File: src/rtl/uart_pkg.sv
// Shared UART receiver types, divider computation and parameter legality checks.
// The PARITY state exists only when UART_RX_PARITY_EN is defined.
package uart_pkg;

  typedef enum logic [2:0] {
    ST_IDLE,
    ST_START,
    ST_DATA,
`ifdef UART_RX_PARITY_EN
    ST_PARITY,
`endif
    ST_STOP,
    ST_BREAK
  } rx_state_t;

  typedef enum logic [1:0] {
    ERR_NONE,
    ERR_FRAME,
    ERR_PARITY,
    ERR_OVERRUN
  } rx_err_t;

  function automatic int uart_div(input int clk_hz, input int baud, input int os);
    return clk_hz / (baud * os);
  endfunction

  function automatic bit uart_cfg_ok(input int os, input int data_bits,
                                     input int depth, input int div);
    return (os >= 4) && (os % 2 == 0) && (data_bits >= 5) && (data_bits <= 8) &&
           (depth >= 2) && ((depth & (depth - 1)) == 0) && (div >= 1);
  endfunction

endpackage

File: src/rtl/sync_fifo.sv
// Show-ahead synchronous FIFO with occupancy count; push while full succeeds
// only when a pop happens in the same cycle, push while empty never bypasses.
module sync_fifo #(
  parameter int WIDTH = 8,
  parameter int DEPTH = 16
) (
  input  logic                     clk,
  input  logic                     rst_n,
  input  logic                     wr_en,
  input  logic [WIDTH-1:0]         wr_data,
  input  logic                     rd_en,
  output logic [WIDTH-1:0]         rd_data,
  output logic                     full,
  output logic [$clog2(DEPTH):0]   count
);
  localparam int AW = $clog2(DEPTH);

  logic [WIDTH-1:0] mem [DEPTH];
  logic [AW-1:0]    wr_ptr, rd_ptr;
  logic             do_push, do_pop;

  assign full    = (count == (AW+1)'(DEPTH));
  assign do_pop  = rd_en && (count != '0);
  assign do_push = wr_en && (!full || do_pop);
  assign rd_data = mem[rd_ptr];

  always_ff @(posedge clk or negedge rst_n) begin
    if (!rst_n) begin
      wr_ptr <= '0;
      rd_ptr <= '0;
      count  <= '0;
      for (int unsigned i = 0; i < DEPTH; i++) mem[i] <= '0;
    end else begin
      if (do_push) begin
        mem[wr_ptr] <= wr_data;
        wr_ptr      <= wr_ptr + 1'b1;
      end
      if (do_pop) rd_ptr <= rd_ptr + 1'b1;
      count <= count + {{AW{1'b0}}, do_push} - {{AW{1'b0}}, do_pop};
    end
  end

endmodule

File: src/rtl/uart_rx.sv
// Oversampling UART receiver with error reporting and a show-ahead receive FIFO.
// Define UART_RX_PARITY_EN to add a parity bit (type selected by PARITY_ODD_I).
module uart_rx
  import uart_pkg::*;
#(
  parameter int CLK_HZ     = 50_000_000,
  parameter int BAUD       = 115200,
  parameter int OVERSAMPLE = 16,
  parameter int DATA_BITS  = 8,
  parameter int FIFO_DEPTH = 16
) (
  input  logic                          CLK_I,
  input  logic                          RSTN_I,
  input  logic                          RX_I,
`ifdef UART_RX_PARITY_EN
  input  logic                          PARITY_ODD_I,
`endif
  output logic [DATA_BITS-1:0]          DAT_O,
  output logic                          VALID_O,
  input  logic                          READY_I,
  output logic [$clog2(FIFO_DEPTH):0]   LEVEL_O,
  output logic                          FRAME_ERR_O,
  output logic                          PARITY_ERR_O,
  output logic                          OVERRUN_O
);
  localparam int DIV = uart_div(CLK_HZ, BAUD, OVERSAMPLE);
  localparam int DW  = (DIV > 1) ? $clog2(DIV) : 1;
  localparam int CW  = $clog2(OVERSAMPLE);
  localparam int IW  = $clog2(DATA_BITS);

  if (!uart_cfg_ok(OVERSAMPLE, DATA_BITS, FIFO_DEPTH, DIV)) begin : g_cfg_err
    $error("uart_rx: illegal parameter combination");
  end

  logic [1:0]           sync_q;
  logic                 rxs;
  logic [DW-1:0]        div_cnt;
  logic                 tick, last;
  rx_state_t            state, state_n;
  logic [CW-1:0]        cnt, cnt_n;
  logic [IW-1:0]        idx, idx_n;
  logic [DATA_BITS-1:0] sh, sh_n;
  rx_err_t              err_q, err_n;
  logic                 push_req, fifo_full, pop;
`ifdef UART_RX_PARITY_EN
  logic                 par_err_q, par_err_n;
`endif

  assign rxs  = sync_q[1];
  assign tick = (div_cnt == DW'(DIV - 1));
  assign last = tick && (cnt == CW'(OVERSAMPLE - 1));
  assign pop  = VALID_O && READY_I;

  always_ff @(posedge CLK_I or negedge RSTN_I) begin
    if (!RSTN_I) begin
      sync_q    <= '1;
      div_cnt   <= '0;
      state     <= ST_IDLE;
      cnt       <= '0;
      idx       <= '0;
      sh        <= '0;
      err_q     <= ERR_NONE;
`ifdef UART_RX_PARITY_EN
      par_err_q <= 1'b0;
`endif
    end else begin
      sync_q    <= {sync_q[0], RX_I};
      div_cnt   <= tick ? '0 : div_cnt + 1'b1;
      state     <= state_n;
      cnt       <= cnt_n;
      idx       <= idx_n;
      sh        <= sh_n;
      err_q     <= err_n;
`ifdef UART_RX_PARITY_EN
      par_err_q <= par_err_n;
`endif
    end
  end

  always_comb begin
    state_n   = state;
    cnt_n     = cnt;
    idx_n     = idx;
    sh_n      = sh;
    err_n     = ERR_NONE;
    push_req  = 1'b0;
`ifdef UART_RX_PARITY_EN
    par_err_n = par_err_q;
`endif
    if (tick && state != ST_IDLE && state != ST_BREAK) cnt_n = last ? '0 : cnt + 1'b1;
    case (state)
      ST_IDLE: if (tick && !rxs) begin
        state_n = ST_START;
        cnt_n   = '0;
      end
      ST_START: if (tick && cnt == CW'(OVERSAMPLE/2 - 1)) begin
        cnt_n   = '0;
        idx_n   = '0;
        state_n = rxs ? ST_IDLE : ST_DATA;
      end
      ST_DATA: if (last) begin
        sh_n  = {rxs, sh[DATA_BITS-1:1]};
        idx_n = idx + 1'b1;
`ifdef UART_RX_PARITY_EN
        if (idx == IW'(DATA_BITS - 1)) state_n = ST_PARITY;
`else
        if (idx == IW'(DATA_BITS - 1)) state_n = ST_STOP;
`endif
      end
`ifdef UART_RX_PARITY_EN
      ST_PARITY: if (last) begin
        par_err_n = (rxs != ((^sh) ^ PARITY_ODD_I));
        state_n   = ST_STOP;
      end
`endif
      ST_STOP: if (last) begin
        if (rxs) begin
          state_n = ST_IDLE;
`ifdef UART_RX_PARITY_EN
          if (par_err_q) err_n = ERR_PARITY;
          else begin
`else
          begin
`endif
            push_req = 1'b1;
            // A simultaneous pop frees the slot, so a full FIFO still accepts.
            if (fifo_full && !pop) err_n = ERR_OVERRUN;
          end
        end else begin
          err_n   = ERR_FRAME;
          state_n = ST_BREAK;
        end
      end
      ST_BREAK: if (tick && rxs) state_n = ST_IDLE;
      default: state_n = ST_IDLE;
    endcase
  end

  sync_fifo #(
    .WIDTH (DATA_BITS),
    .DEPTH (FIFO_DEPTH)
  ) u_fifo (
    .clk     (CLK_I),
    .rst_n   (RSTN_I),
    .wr_en   (push_req),
    .wr_data (sh),
    .rd_en   (READY_I),
    .rd_data (DAT_O),
    .full    (fifo_full),
    .count   (LEVEL_O)
  );

  assign VALID_O     = (LEVEL_O != '0);
  assign FRAME_ERR_O = (err_q == ERR_FRAME);
  assign OVERRUN_O   = (err_q == ERR_OVERRUN);
`ifdef UART_RX_PARITY_EN
  assign PARITY_ERR_O = (err_q == ERR_PARITY);
`else
  assign PARITY_ERR_O = 1'b0;
`endif

endmodule

File: config.mk
export PLATFORM = sky130hd
export DESIGN_NAME = uart_rx
export DESIGN_NICKNAME = d
export VERILOG_FILES = /design/src/rtl/uart_pkg.sv /design/src/rtl/sync_fifo.sv /design/src/rtl/uart_rx.sv
export SDC_FILE = /design/constraint.sdc
export NUM_CORES = 1
export LEC_CHECK = 0
export ABC_AREA = 1
export CAP_MARGIN = 0
export CORE_ASPECT_RATIO = 1.5
export CORE_MARGIN = 2
export CORE_UTILIZATION = 55
export CTS_CLUSTER_SIZE = 30
export DETAILED_ROUTE_END_ITERATION = 12
export GPL_ROUTABILITY_DRIVEN = 0
export PLACE_DENSITY = 0.69
export SETUP_SLACK_MARGIN = 0.1
export SLEW_MARGIN = 0
export SYNTH_ARGS = -nofsm -noshare
export SYNTH_HDL_FRONTEND = slang
export SYNTH_HIERARCHICAL = 1
export SYNTH_SLANG_ARGS = --single-unit
File: constraint.sdc
create_clock -name CLK_I -period 10.2 [get_ports CLK_I]
set_clock_uncertainty 0.2 [all_clocks]
set_input_delay 2.04 -clock CLK_I [delete_from_list [all_inputs] [get_ports CLK_I]]
set_output_delay 2.04 -clock CLK_I [all_outputs]
set_load 0.005 [all_outputs]
==> out/qor.txt, run 1 <==
OUTCOME
--------------------------------------------------------------------------------------------------------
Outcome ................................................................................... finished, final reports clean

DIE
--------------------------------------------------------------------------------------------------------
Cell row count ............................................................................           56
Horizontal die dimension ..................................................................     106.4 µm
DIE AREA ..................................................................................  0.01675 mm²
Y dimension of the die ....................................................................     157.5 µm
Count of pins on the block boundary .......................................................           21
Starting Density ..........................................................................       0.5581
Core Box Area .............................................................................  0.01548 mm²

TIMING
--------------------------------------------------------------------------------------------------------
Minimum hold slack ........................................................................    0.1570 ns
Total count of max-transition violations in the final report ..............................            0
Final-report hold violation count .........................................................            0
Crit share post-route .....................................................................       0.5366
Transition time at the pin with the least slew margin .....................................     1.167 ns
Total negative slack ......................................................................         0 ns
Setup WS post-layout ......................................................................     4.726 ns
Max-slew headroom .........................................................................       0.2209
Highest Clock Rate ........................................................................    182.7 MHz
Fin crit period ...........................................................................     5.474 ns
Setup violations, final ...................................................................            0
Setup repair after global routing missed its margin .......................................        false

ROUTING
--------------------------------------------------------------------------------------------------------
Detailed-router iteration count before antenna repair .....................................            5
Via/cell ratio ............................................................................        5.249
Post-Route WL .............................................................................     20160 µm
DRC Markers ...............................................................................            0
Initial DRC Count .........................................................................          436
Routed Antenna Nets .......................................................................            0
Routed wirelength normalized by instance count ............................................     15.47 µm
Total via count in the routed design ......................................................         6839

LOGIC SYNTHESIS
--------------------------------------------------------------------------------------------------------
Prevailing post-synth register cell ....................................................... sky130_fd_sc_hd__dfrtp_1
Warnings from Yosys .......................................................................            6
Post-synthesis sequential area ratio ......................................................       0.4868
Mean post-synth cell area .................................................................    7.856 µm²
Share of async-settable or async-resettable flops after synthesis .........................        1.000
Number of nets in the synthesized netlist .................................................         1121
Synthesized area .......................................................................... 0.008642 mm²
Count of flip-flops with a built-in enable after synthesis ................................            0
Unique cell type count in the Yosys netlist ...............................................           36
Number of cells produced by synthesis .....................................................         1100
Flop and latch count out of synthesis .....................................................          168

CLOCK NETWORK
--------------------------------------------------------------------------------------------------------
CTS H-tree lvls ...........................................................................            4
Total clock buffers created by CTS ........................................................           17
Clock latency on the worst-skew pair ......................................................      0.43 ns
TritonCTS clock tree ......................................................................         done
Postcts setup bufs ........................................................................            0
Deepest clock path buffer count ...........................................................            2
Number of sinks on the clock net ..........................................................          168
CTS hold repair buffers ...................................................................            0
Root Buffer Master ........................................................................ sky130_fd_sc_hd__clkbuf_16
Resize count post-CTS .....................................................................            0
Post-CTS clock slew at the launch and capture registers of the worst setup and hold paths .      0.06 ns

FINAL LAYOUT
--------------------------------------------------------------------------------------------------------
Share of layout cells above drive strength 1 ..............................................      0.06364
Fillers ...................................................................................         1403
Top library cells by usage in the layout, fill and taps aside ............................. sky130_fd_sc_hd__nand2_1 (356), sky130_fd_sc_hd__dfrtp_1 (165), sky130_fd_sc_hd__inv_1 (144)
Area taken by multi-input logic gates ..................................................... 0.003498 mm²
Nets ......................................................................................         1108
Design Area, Final ........................................................................ 0.009373 mm²
Post-layout utilization of the core .......................................................       0.6053
Most common library cell in the layout ignoring fill and taps ............................. sky130_fd_sc_hd__nand2_1
Syn-to-layout area delta ..................................................................       8.455%
Non-filler cells, final ...................................................................         1303
Total inserted antenna cells ..............................................................            0
Sequential cell area ...................................................................... 0.004208 mm²

POWER AND IR DROP
--------------------------------------------------------------------------------------------------------
Total power per unit cell area ............................................................ 219.5 mW/mm²
Leakage power total .......................................................................     4.472 nW
Tot Pwr ...................................................................................     2.057 mW
Maximum VDD drop ..........................................................................  0.0001216 V

PLACED DESIGN
--------------------------------------------------------------------------------------------------------
Dpl hpwl ..................................................................................     12970 µm
Count of buffers from port buffering ......................................................           19
Placed Cells ..............................................................................         1271
Worst Setup Slack post-DPL ................................................................     5.254 ns
Placed standard-cell area ................................................................. 0.008748 mm²

WORST SETUP PATH
--------------------------------------------------------------------------------------------------------
Startpoint class of the critical path .....................................................     register
Critical path's most frequent cell ........................................................ sky130_fd_sc_hd__nand2_1
Capturing element type of the critical path ...............................................  output port
Data required, critical path ..............................................................      7.96 ns
Reg2Reg Setup Slack .......................................................................      6.56 ns
CP peak stage delay .......................................................................      0.91 ns
Slowest CP cell ........................................................................... sky130_fd_sc_hd__inv_2
Critical setup path kind ..................................................................   reg -> out
Signal arrival time at the worst endpoint .................................................      3.23 ns
Critical path cell sequence ............................................................... buf_4 > inv_2 > nand2_1 > nand2_1 > nand2_1 > nand3_1 > nand3_1 > nand2_1 > clkdlybuf4s50_1
Critical Path Fanout Max ..................................................................           67

GLOBAL ROUTING
--------------------------------------------------------------------------------------------------------
Largest net degree at the start of global routing .........................................          102
Global-route wire length before repair ....................................................     32930 µm
Sum of overflow across all layers after global routing ....................................            0
Antenna violations before repair ..........................................................            0
Total track usage .........................................................................       0.2561
Via count of the first global-routing pass ................................................         6512

MIN PATH
--------------------------------------------------------------------------------------------------------
Worst min-delay path class ................................................................   reg -> reg

RUN
--------------------------------------------------------------------------------------------------------
Number of max-capacitance violations reported .............................................            0

[registers in the layout, indices dropped and copies added (netlist names)]
| name | cells |
|---|---|
| u_fifo/rd_ptr | 4 |
| state | 3 |
| cnt | 4 |
| u_fifo/count | 5 |
| idx | 3 |
| u_fifo/mem | 128 |
| err_q | 2 |
| sync_q | 2 |
| u_fifo/wr_ptr | 4 |
| div_cnt | 5 |
| sh | 8 |
[path summary, 6_finish.rpt]
path,cells after the start,end,start
worst max-delay path,9,DAT_O[6],u_fifo/rd_ptr[0]$_DFFE_PN0P_
worst min-delay path,0,sync_q[1]$_DFF_PN1_,sync_q[0]$_DFF_PN1_
worst max register to register,18,u_fifo/count[4]$_DFF_PN0_,div_cnt[0]$_DFF_PN0_
worst min register to register,0,sync_q[1]$_DFF_PN1_,sync_q[0]$_DFF_PN1_
max in group asynchronous,2,u_fifo/mem[96]$_DFFE_PN0P_,RSTN_I
min in group asynchronous,1,u_fifo/mem[2]$_DFFE_PN0P_,RSTN_I
[cell usage after synthesis (2+ instances only)]
master	count	area, µm²
sky130_fd_sc_hd__o21ai_0	127	635.6
sky130_fd_sc_hd__nor2_4	2	22.52
sky130_fd_sc_hd__nand3_1	130	650.6
sky130_fd_sc_hd__nand2_4	2	22.52
sky130_fd_sc_hd__inv_1	145	544.3
sky130_fd_sc_hd__xor2_1	9	78.83
sky130_fd_sc_hd__nor3_1	3	15.01
sky130_fd_sc_hd__dfrtp_1	166	4154
sky130_fd_sc_hd__nor2_1	38	142.6
sky130_fd_sc_hd__nand3_4	7	122.6
sky130_fd_sc_hd__nand4_4	2	42.54
sky130_fd_sc_hd__clkbuf_1	14	52.55
sky130_fd_sc_hd__buf_6	13	146.4
sky130_fd_sc_hd__o21ai_1	11	55.05
sky130_fd_sc_hd__clkinv_1	2	7.510
sky130_fd_sc_hd__nand2_2	6	37.54
sky130_fd_sc_hd__nand2_1	356	1336
sky130_fd_sc_hd__dfstp_2	2	52.55
sky130_fd_sc_hd__buf_2	18	90.09
sky130_fd_sc_hd__inv_2	4	15.01
sky130_fd_sc_hd__buf_4	8	60.06
sky130_fd_sc_hd__ha_1	16	200.2
sky130_fd_sc_hd__a21oi_1	5	25.02
sky130_fd_sc_hd__or2_2	2	12.51
[area by class of cell]
| cell class | count | area share |
|---|---|---|
| Clock buffer | 27 | 0.05794 |
| Clock inverter | 5 | 0.008677 |
| Inverter | 151 | 0.06047 |
| Multi-Input combinational cell | 726 | 0.3732 |
| Sequential cell | 168 | 0.4489 |
| Tap cell | 203 | 0.02710 |
| Timing Repair Buffer | 23 | 0.02363 |
[power breakdown]
group / internal (mW) / total, mW / switching (mW)
Sequential: 0.691 / 0.734 / 0.0429
Combinational: 0.237 / 0.655 / 0.417
Clock: 0.413 / 0.668 / 0.255
Total: 1.34 / 2.06 / 0.715
[worst max-delay path: cells and delay by family, from the launching register on]
| kind | cells | cell delay [ns] |
|---|---|---|
| buffers and inverters | 3 | 1.75 |
| and+or+nand+nor | 6 | 0.61 |
| DFF | 1 | 0.38 |
[layer usage]
metal	GRT usage	routed length [µm]
met1	0.3104	8555
met2	0.4405	10090
met3	0.05135	915
met4	0.1134	597
met5	0	0
[kinds of logic after synthesis]
kind of cell,count (synthesis),share of synthesized area
flip-flops,168,0.4868
other,1,0.0004339
buffers and inverters,206,0.1087
XOR/XNOR,9,0.009122
adder cells (fa/ha/maj),17,0.02548
AND/OR/NAND/NOR,553,0.2839
AO/OA/AOI/OAI,146,0.08557
Power figures use the tool's default switching activity.
==> run 2, diff against run 1 <==
- PLACE_DENSITY: 0.69 -> 0.72
- clock period: 10.2 -> 4.4 ns (I/O delays scaled with it)
==> out/qor.txt, run 2 (synthesized netlist as in run 1, its figures left out) <==
FINAL LAYOUT
--------------------------------------------------------------------------------------------------------
Share of layout cells above drive strength 1 ..............................................      0.06878
Non-filler cells, final ...................................................................         1308
Total inserted antenna cells ..............................................................            0
Syn-to-layout area delta ..................................................................       8.238%
Number of flip-flops in the largest register ..............................................          128
Sequential cell area ...................................................................... 0.004208 mm²
Register with the most flip-flops .........................................................   u_fifo/mem
Fillers ...................................................................................         1433
Biggest registers after layout ............................................................ u_fifo/mem x128, sh x8
Top library cells by usage in the layout, fill and taps aside ............................. sky130_fd_sc_hd__nand2_1 (356), sky130_fd_sc_hd__dfrtp_1 (165), sky130_fd_sc_hd__inv_1 (144)
Nets ......................................................................................         1114
Most common library cell in the layout ignoring fill and taps ............................. sky130_fd_sc_hd__nand2_1
Area taken by multi-input logic gates ..................................................... 0.003498 mm²

TIMING
--------------------------------------------------------------------------------------------------------
Highest Clock Rate ........................................................................    274.2 MHz
Fin crit period ...........................................................................     3.647 ns
Setup repair after global routing missed its margin .......................................        false
Transition time at the pin with the least slew margin .....................................    0.8998 ns
Crit share post-route .....................................................................       0.8289
Total negative slack ......................................................................         0 ns
Max-slew headroom .........................................................................       0.4002
Setup violations, final ...................................................................            0
Total count of max-transition violations in the final report ..............................            0
Final-report hold violation count .........................................................            0

CLOCK NETWORK
--------------------------------------------------------------------------------------------------------
Postcts setup bufs ........................................................................            0
CTS H-tree lvls ...........................................................................            4
Post-CTS clock slew at the launch and capture registers of the worst setup and hold paths .      0.06 ns
Total clock buffers created by CTS ........................................................           17
Clock latency on the worst-skew pair ......................................................      0.42 ns
TritonCTS clock tree ......................................................................         done
CTS hold repair buffers ...................................................................            0
Resize count post-CTS .....................................................................            0
Deepest clock path buffer count ...........................................................            2
Number of sinks on the clock net ..........................................................          168
Root Buffer Master ........................................................................ sky130_fd_sc_hd__clkbuf_16

POWER AND IR DROP
--------------------------------------------------------------------------------------------------------
Maximum VDD drop ..........................................................................  0.0003666 V
Sw Pwr ....................................................................................     1.664 mW
Internal ..................................................................................     2.989 mW
Proportion of power drawn by the clock network ............................................        0.297
Combinational cell fraction of total power ................................................        0.341
Total power per unit cell area ............................................................ 497.4 mW/mm²
Fraction of power spent switching nets ....................................................       0.3576
Leakage power total .......................................................................     4.478 nW
Share of power burned in registers ........................................................        0.361

PLACED DESIGN
--------------------------------------------------------------------------------------------------------
Dpl hpwl ..................................................................................     12400 µm
Placed Cells ..............................................................................         1277
Count of buffers from port buffering ......................................................           19

GLOBAL ROUTING
--------------------------------------------------------------------------------------------------------
Global-route wire length before repair ....................................................     32410 µm
Via count of the first global-routing pass ................................................         6513
Sum of overflow across all layers after global routing ....................................            0
Met1 layer usage reported by global route .................................................       0.3082
Met3 routing resource usage after global routing ..........................................      0.04803
Antenna violations before repair ..........................................................            0
Largest net degree at the start of global routing .........................................           97
Fraction of met2 tracks used by global routing ............................................       0.4353
Routing layer with the top usage in global route ..........................................         met2
Total track usage .........................................................................       0.2504

DIE
--------------------------------------------------------------------------------------------------------
DIE AREA ..................................................................................  0.01675 mm²
Horizontal die dimension ..................................................................     106.4 µm
Core Box Area .............................................................................  0.01548 mm²
Count of pins on the block boundary .......................................................           21
Y dimension of the die ....................................................................     157.5 µm
Starting Density ..........................................................................       0.5581
Cell row count ............................................................................           56

WORST SETUP PATH
--------------------------------------------------------------------------------------------------------
Data required, critical path ..............................................................      3.32 ns
Signal arrival time at the worst endpoint .................................................      2.57 ns
CP peak stage delay .......................................................................      0.53 ns
Startpoint class of the critical path .....................................................     register
Buffers and inverters on the worst path ...................................................            3
Critical path cell sequence ............................................................... inv_1 > buf_4 > nand3_1 > nand3_1 > nand3_1 > nand2_1 > clkdlybuf4s50_1
Family with the most delay on the worst path .............................................. buffers and inverters
Critical path's most frequent cell ........................................................ sky130_fd_sc_hd__nand3_1
Critical setup path kind ..................................................................   reg -> out
Critical Path Fanout Max ..................................................................           18
Capturing element type of the critical path ...............................................  output port
Slowest CP cell ........................................................................... sky130_fd_sc_hd__inv_1

ROUTING
--------------------------------------------------------------------------------------------------------
Total via count in the routed design ......................................................         6775
Initial DRC Count .........................................................................          563
Post-Route WL .............................................................................     19210 µm
Routed wirelength normalized by instance count ............................................     14.69 µm
Detailed-router iteration count before antenna repair .....................................            5
Routed Antenna Nets .......................................................................            0
DRC Markers ...............................................................................            0
Via/cell ratio ............................................................................        5.180

RUN
--------------------------------------------------------------------------------------------------------
Number of max-capacitance violations reported .............................................            0

OUTCOME
--------------------------------------------------------------------------------------------------------
Outcome ................................................................................... finished, final reports clean

MIN PATH
--------------------------------------------------------------------------------------------------------
Worst min-delay path class ................................................................   reg -> reg

-- run 2: worst reg2reg max path, cell delays in order, from the launching register on --
cell and delay (ns):
sky130_fd_sc_hd__dfrtp_1 0.40, sky130_fd_sc_hd__inv_1 0.07, sky130_fd_sc_hd__ha_1 0.21, sky130_fd_sc_hd__nand2_4 0.09
sky130_fd_sc_hd__nor2_8 0.16, sky130_fd_sc_hd__nand2_2 0.08, sky130_fd_sc_hd__inv_2 0.20, sky130_fd_sc_hd__nand4_4 0.16
sky130_fd_sc_hd__nor2_2 0.15, sky130_fd_sc_hd__nand2_2 0.11, sky130_fd_sc_hd__ha_1 0.31, sky130_fd_sc_hd__inv_1 0.04
sky130_fd_sc_hd__ha_1 0.19, sky130_fd_sc_hd__fa_1 0.40, sky130_fd_sc_hd__a21oi_1 0.15, sky130_fd_sc_hd__nor2_1 0.05
sky130_fd_sc_hd__nor2_1 0.11, sky130_fd_sc_hd__xor2_1 0.15
-- run 2: area by class of cell --
cell class,count,area share
Timing Repair Buffer,29,0.02983
Tap cell,203,0.02715
Multi-Input combinational cell,726,0.3740
Clock inverter,10,0.008293
Sequential cell,168,0.4498
Inverter,151,0.06059
Clock buffer,21,0.05029
-- run 2: final timing paths --
check                                             start                          to  slack [ns]  cells after the start
setup / recovery           u_fifo/rd_ptr[1]$_DFFE_PN0P_                    DAT_O[2]        0.75                      7
hold / removal                      sync_q[0]$_DFF_PN1_         sync_q[1]$_DFF_PN1_        0.16                      0
setup reg to reg                   div_cnt[0]$_DFF_PN0_   u_fifo/count[4]$_DFF_PN0_        1.09                     17
hold reg to reg                     sync_q[0]$_DFF_PN1_         sync_q[1]$_DFF_PN1_        0.16                      0
max in group asynchronous                        RSTN_I  u_fifo/mem[40]$_DFFE_PN0P_        2.71                      2
min in group asynchronous                        RSTN_I   u_fifo/mem[7]$_DFFE_PN0P_        0.31                      1
-- run 2: power by group through the flow --
stage,Clock [mW],Combinational (mW),Sequential [mW]
2_1_floorplan,0,1.03,1.69
4_1_cts,1.42,1.59,1.68
3_3_place_gp,0,1.58,1.71
3_5_place_dp,0,1.59,1.71
6_report,1.38,1.59,1.68
5_1_grt,1.48,1.75,1.69
-- run 2: through the flow --
step / hold WS [ns] / power [mW] / instance area [µm²] / setup WS (ns) / utilization
floorplan: 0.1452 / 2.720 / 8642 / 1.003 / -
global placement: 0.1475 / 3.284 / 8806 / 0.8008 / 0.5687
detailed placement: 0.1488 / 3.296 / 8806 / 0.7680 / 0.5687
CTS: 0.1575 / 4.695 / 9354 / 0.7629 / 0.6041
global route: 0.1631 / 4.923 / 9354 / 0.6497 / 0.6041
finish: 0.1572 / 4.653 / 9354 / 0.7527 / 0.6041
-- run 2: metal layers --
layer / wire length, µm / up-vias
met4: 469 / 0
met2: 9812 / 143
met5: 0 / -
met1: 8172 / 3186
met3: 755 / 27
li1: - / 3419
==> run 3, diff against run 2 <==
- clock period: 4.4 -> 3.3 ns (I/O delays scaled with it)
==> out/qor.txt, run 3 (synthesized netlist as in run 1, its figures left out) <==
OUTCOME
--------------------------------------------------------------------------------------------------------
Outcome ................................................................................... finished, final reports clean

FINAL LAYOUT
--------------------------------------------------------------------------------------------------------
Top library cells by usage in the layout, fill and taps aside ............................. sky130_fd_sc_hd__nand2_1 (356), sky130_fd_sc_hd__dfrtp_1 (165), sky130_fd_sc_hd__inv_1 (144)
Sequential cell area ...................................................................... 0.004208 mm²
Non-filler cells, final ...................................................................         1319
Most common library cell in the layout ignoring fill and taps ............................. sky130_fd_sc_hd__nand2_1
Share of layout cells above drive strength 1 ..............................................      0.08065
Area taken by multi-input logic gates ..................................................... 0.003513 mm²
Register with the most flip-flops .........................................................   u_fifo/mem
Syn-to-layout area delta ..................................................................       9.990%
Total inserted antenna cells ..............................................................            0
Nets ......................................................................................         1124
Number of flip-flops in the largest register ..............................................          128
Design Area, Final ........................................................................ 0.009505 mm²
Fillers ...................................................................................         1383
Biggest registers after layout ............................................................ u_fifo/mem x128, sh x8

CLOCK NETWORK
--------------------------------------------------------------------------------------------------------
Post-CTS clock slew at the launch and capture registers of the worst setup and hold paths .      0.07 ns
Root Buffer Master ........................................................................ sky130_fd_sc_hd__clkbuf_16
Clock latency on the worst-skew pair ......................................................      0.42 ns
CTS hold repair buffers ...................................................................            0
Total clock buffers created by CTS ........................................................           17
TritonCTS clock tree ......................................................................         done
Number of sinks on the clock net ..........................................................          168
Deepest clock path buffer count ...........................................................            2
CTS H-tree lvls ...........................................................................            4

WORST SETUP PATH
--------------------------------------------------------------------------------------------------------
Capturing element type of the critical path ...............................................  output port
Critical setup path kind ..................................................................   reg -> out
Data required, critical path ..............................................................      2.44 ns
Startpoint class of the critical path .....................................................     register
Signal arrival time at the worst endpoint .................................................      2.23 ns
Critical Path Fanout Max ..................................................................           26

DIE
--------------------------------------------------------------------------------------------------------
Core Box Area .............................................................................  0.01548 mm²
Starting Density ..........................................................................       0.5581
Cell row count ............................................................................           56
Horizontal die dimension ..................................................................     106.4 µm
DIE AREA ..................................................................................  0.01675 mm²
Count of pins on the block boundary .......................................................           21
Y dimension of the die ....................................................................     157.5 µm

ROUTING
--------------------------------------------------------------------------------------------------------
Via/cell ratio ............................................................................        5.299
Routed wirelength normalized by instance count ............................................     15.48 µm
Initial DRC Count .........................................................................          511
Detailed-router iteration count before antenna repair .....................................            5
Total via count in the routed design ......................................................         6989
Post-Route WL .............................................................................     20420 µm
DRC Markers ...............................................................................            0
Routed Antenna Nets .......................................................................            0

POWER AND IR DROP
--------------------------------------------------------------------------------------------------------
Combinational cell fraction of total power ................................................        0.344
Maximum VDD drop ..........................................................................  0.0004927 V
Total power per unit cell area ............................................................ 675.5 mW/mm²
Leakage power total .......................................................................     4.531 nW
Fraction of power spent switching nets ....................................................       0.3676
Internal ..................................................................................     4.061 mW
Sw Pwr ....................................................................................     2.360 mW
Proportion of power drawn by the clock network ............................................        0.306
Share of power burned in registers ........................................................        0.350

TIMING
--------------------------------------------------------------------------------------------------------
Setup violations, final ...................................................................            0
Setup repair after global routing missed its margin .......................................        false
Total negative slack ......................................................................         0 ns
Final-report hold violation count .........................................................            0
Minimum hold slack ........................................................................   0.03493 ns
Highest Clock Rate ........................................................................    323.7 MHz
Max-slew headroom .........................................................................       0.5290
Fin crit period ...........................................................................     3.089 ns
Transition time at the pin with the least slew margin .....................................    0.7058 ns
Total count of max-transition violations in the final report ..............................            0
Setup WS post-layout ......................................................................    0.2111 ns
Crit share post-route .....................................................................       0.9360

PLACED DESIGN
--------------------------------------------------------------------------------------------------------
Count of buffers from port buffering ......................................................           19
Placed Cells ..............................................................................         1283
Worst Setup Slack post-DPL ................................................................    0.2219 ns
Placed standard-cell area ................................................................. 0.008874 mm²
Dpl hpwl ..................................................................................     13050 µm

GLOBAL ROUTING
--------------------------------------------------------------------------------------------------------
Total track usage .........................................................................       0.2627
Antenna violations before repair ..........................................................            0
Largest net degree at the start of global routing .........................................           70
Sum of overflow across all layers after global routing ....................................            0
Via count of the first global-routing pass ................................................         6662
Global-route wire length before repair ....................................................     33870 µm

RUN
--------------------------------------------------------------------------------------------------------
Number of max-capacitance violations reported .............................................            0

MIN PATH
--------------------------------------------------------------------------------------------------------
Worst min-delay path class ................................................................  in -> async

[run 3: worst max-delay path, cell delays in order, from the launching register on]
cell                              delay, ns
sky130_fd_sc_hd__dfrtp_2               0.43
sky130_fd_sc_hd__buf_4                 0.24
sky130_fd_sc_hd__nand2_1               0.10
sky130_fd_sc_hd__nand3_1               0.14
sky130_fd_sc_hd__nand3_1               0.15
sky130_fd_sc_hd__nand3_1               0.14
sky130_fd_sc_hd__nand2_1               0.10
sky130_fd_sc_hd__clkdlybuf4s50_1       0.49
[run 3: area by class of cell]
type | count | share of cell area
clock buffer | 18 | 0.04515
timing repair buffer | 39 | 0.04054
multi-input combinational | 726 | 0.3696
inverter | 151 | 0.05976
sequential | 168 | 0.4427
clock inverter | 14 | 0.01553
tap | 203 | 0.02672
[run 3: final timing paths]
kind,startpoint,end,slack (ns),depth (start not counted)
min in group CLK_I,sync_q[0]$_DFF_PN1_,sync_q[1]$_DFF_PN1_,0.16,0
min,RSTN_I,u_fifo/mem[15]$_DFFE_PN0P_,0.03,1
max reg2reg,div_cnt[0]$_DFF_PN0_,u_fifo/count[4]$_DFF_PN0_,0.29,17
min reg2reg,sync_q[0]$_DFF_PN1_,sync_q[1]$_DFF_PN1_,0.16,0
max,u_fifo/rd_ptr[0]$_DFFE_PN0P_,DAT_O[7],0.21,7
max in group asynchronous,RSTN_I,u_fifo/wr_ptr[3]$_DFFE_PN0P_,2.14,2
[run 3: metal layers]
layer,routed length [µm],vias to the layer above,global-route usage
li1,-,3450,-
met1,8336,3310,0.3128
met2,10520,183,0.4652
met3,760,46,0.03561
met4,795,0,0.1284
met5,0,-,0
[run 3: metrics by stage]
step                utilization  power [mW]
floorplan                     -       3.629
global placement         0.5730       4.411
detailed placement       0.5730       4.450
CTS                      0.6104       6.419
global route             0.6138       6.768
finish                   0.6138       6.421
[run 3: power by group through the flow]
stage | Sequential (mW) | Combinational, mW | Clock, mW
final | 2.25 | 2.21 | 1.97
after global routing | 2.26 | 2.43 | 2.08
after CTS | 2.25 | 2.18 | 1.99
after detailed placement | 2.28 | 2.17 | 0
after global placement | 2.28 | 2.13 | 0
after floorplan | 2.25 | 1.38 | 0
[run 3: what timing repair did]
action | in CTS | in global routing
resized for setup | 1 | 6
buffers inserted | 0 | 4
gates cloned | 0 | 0
setup endpoints to repair | 6 | 9
pin swaps | 0 | 2
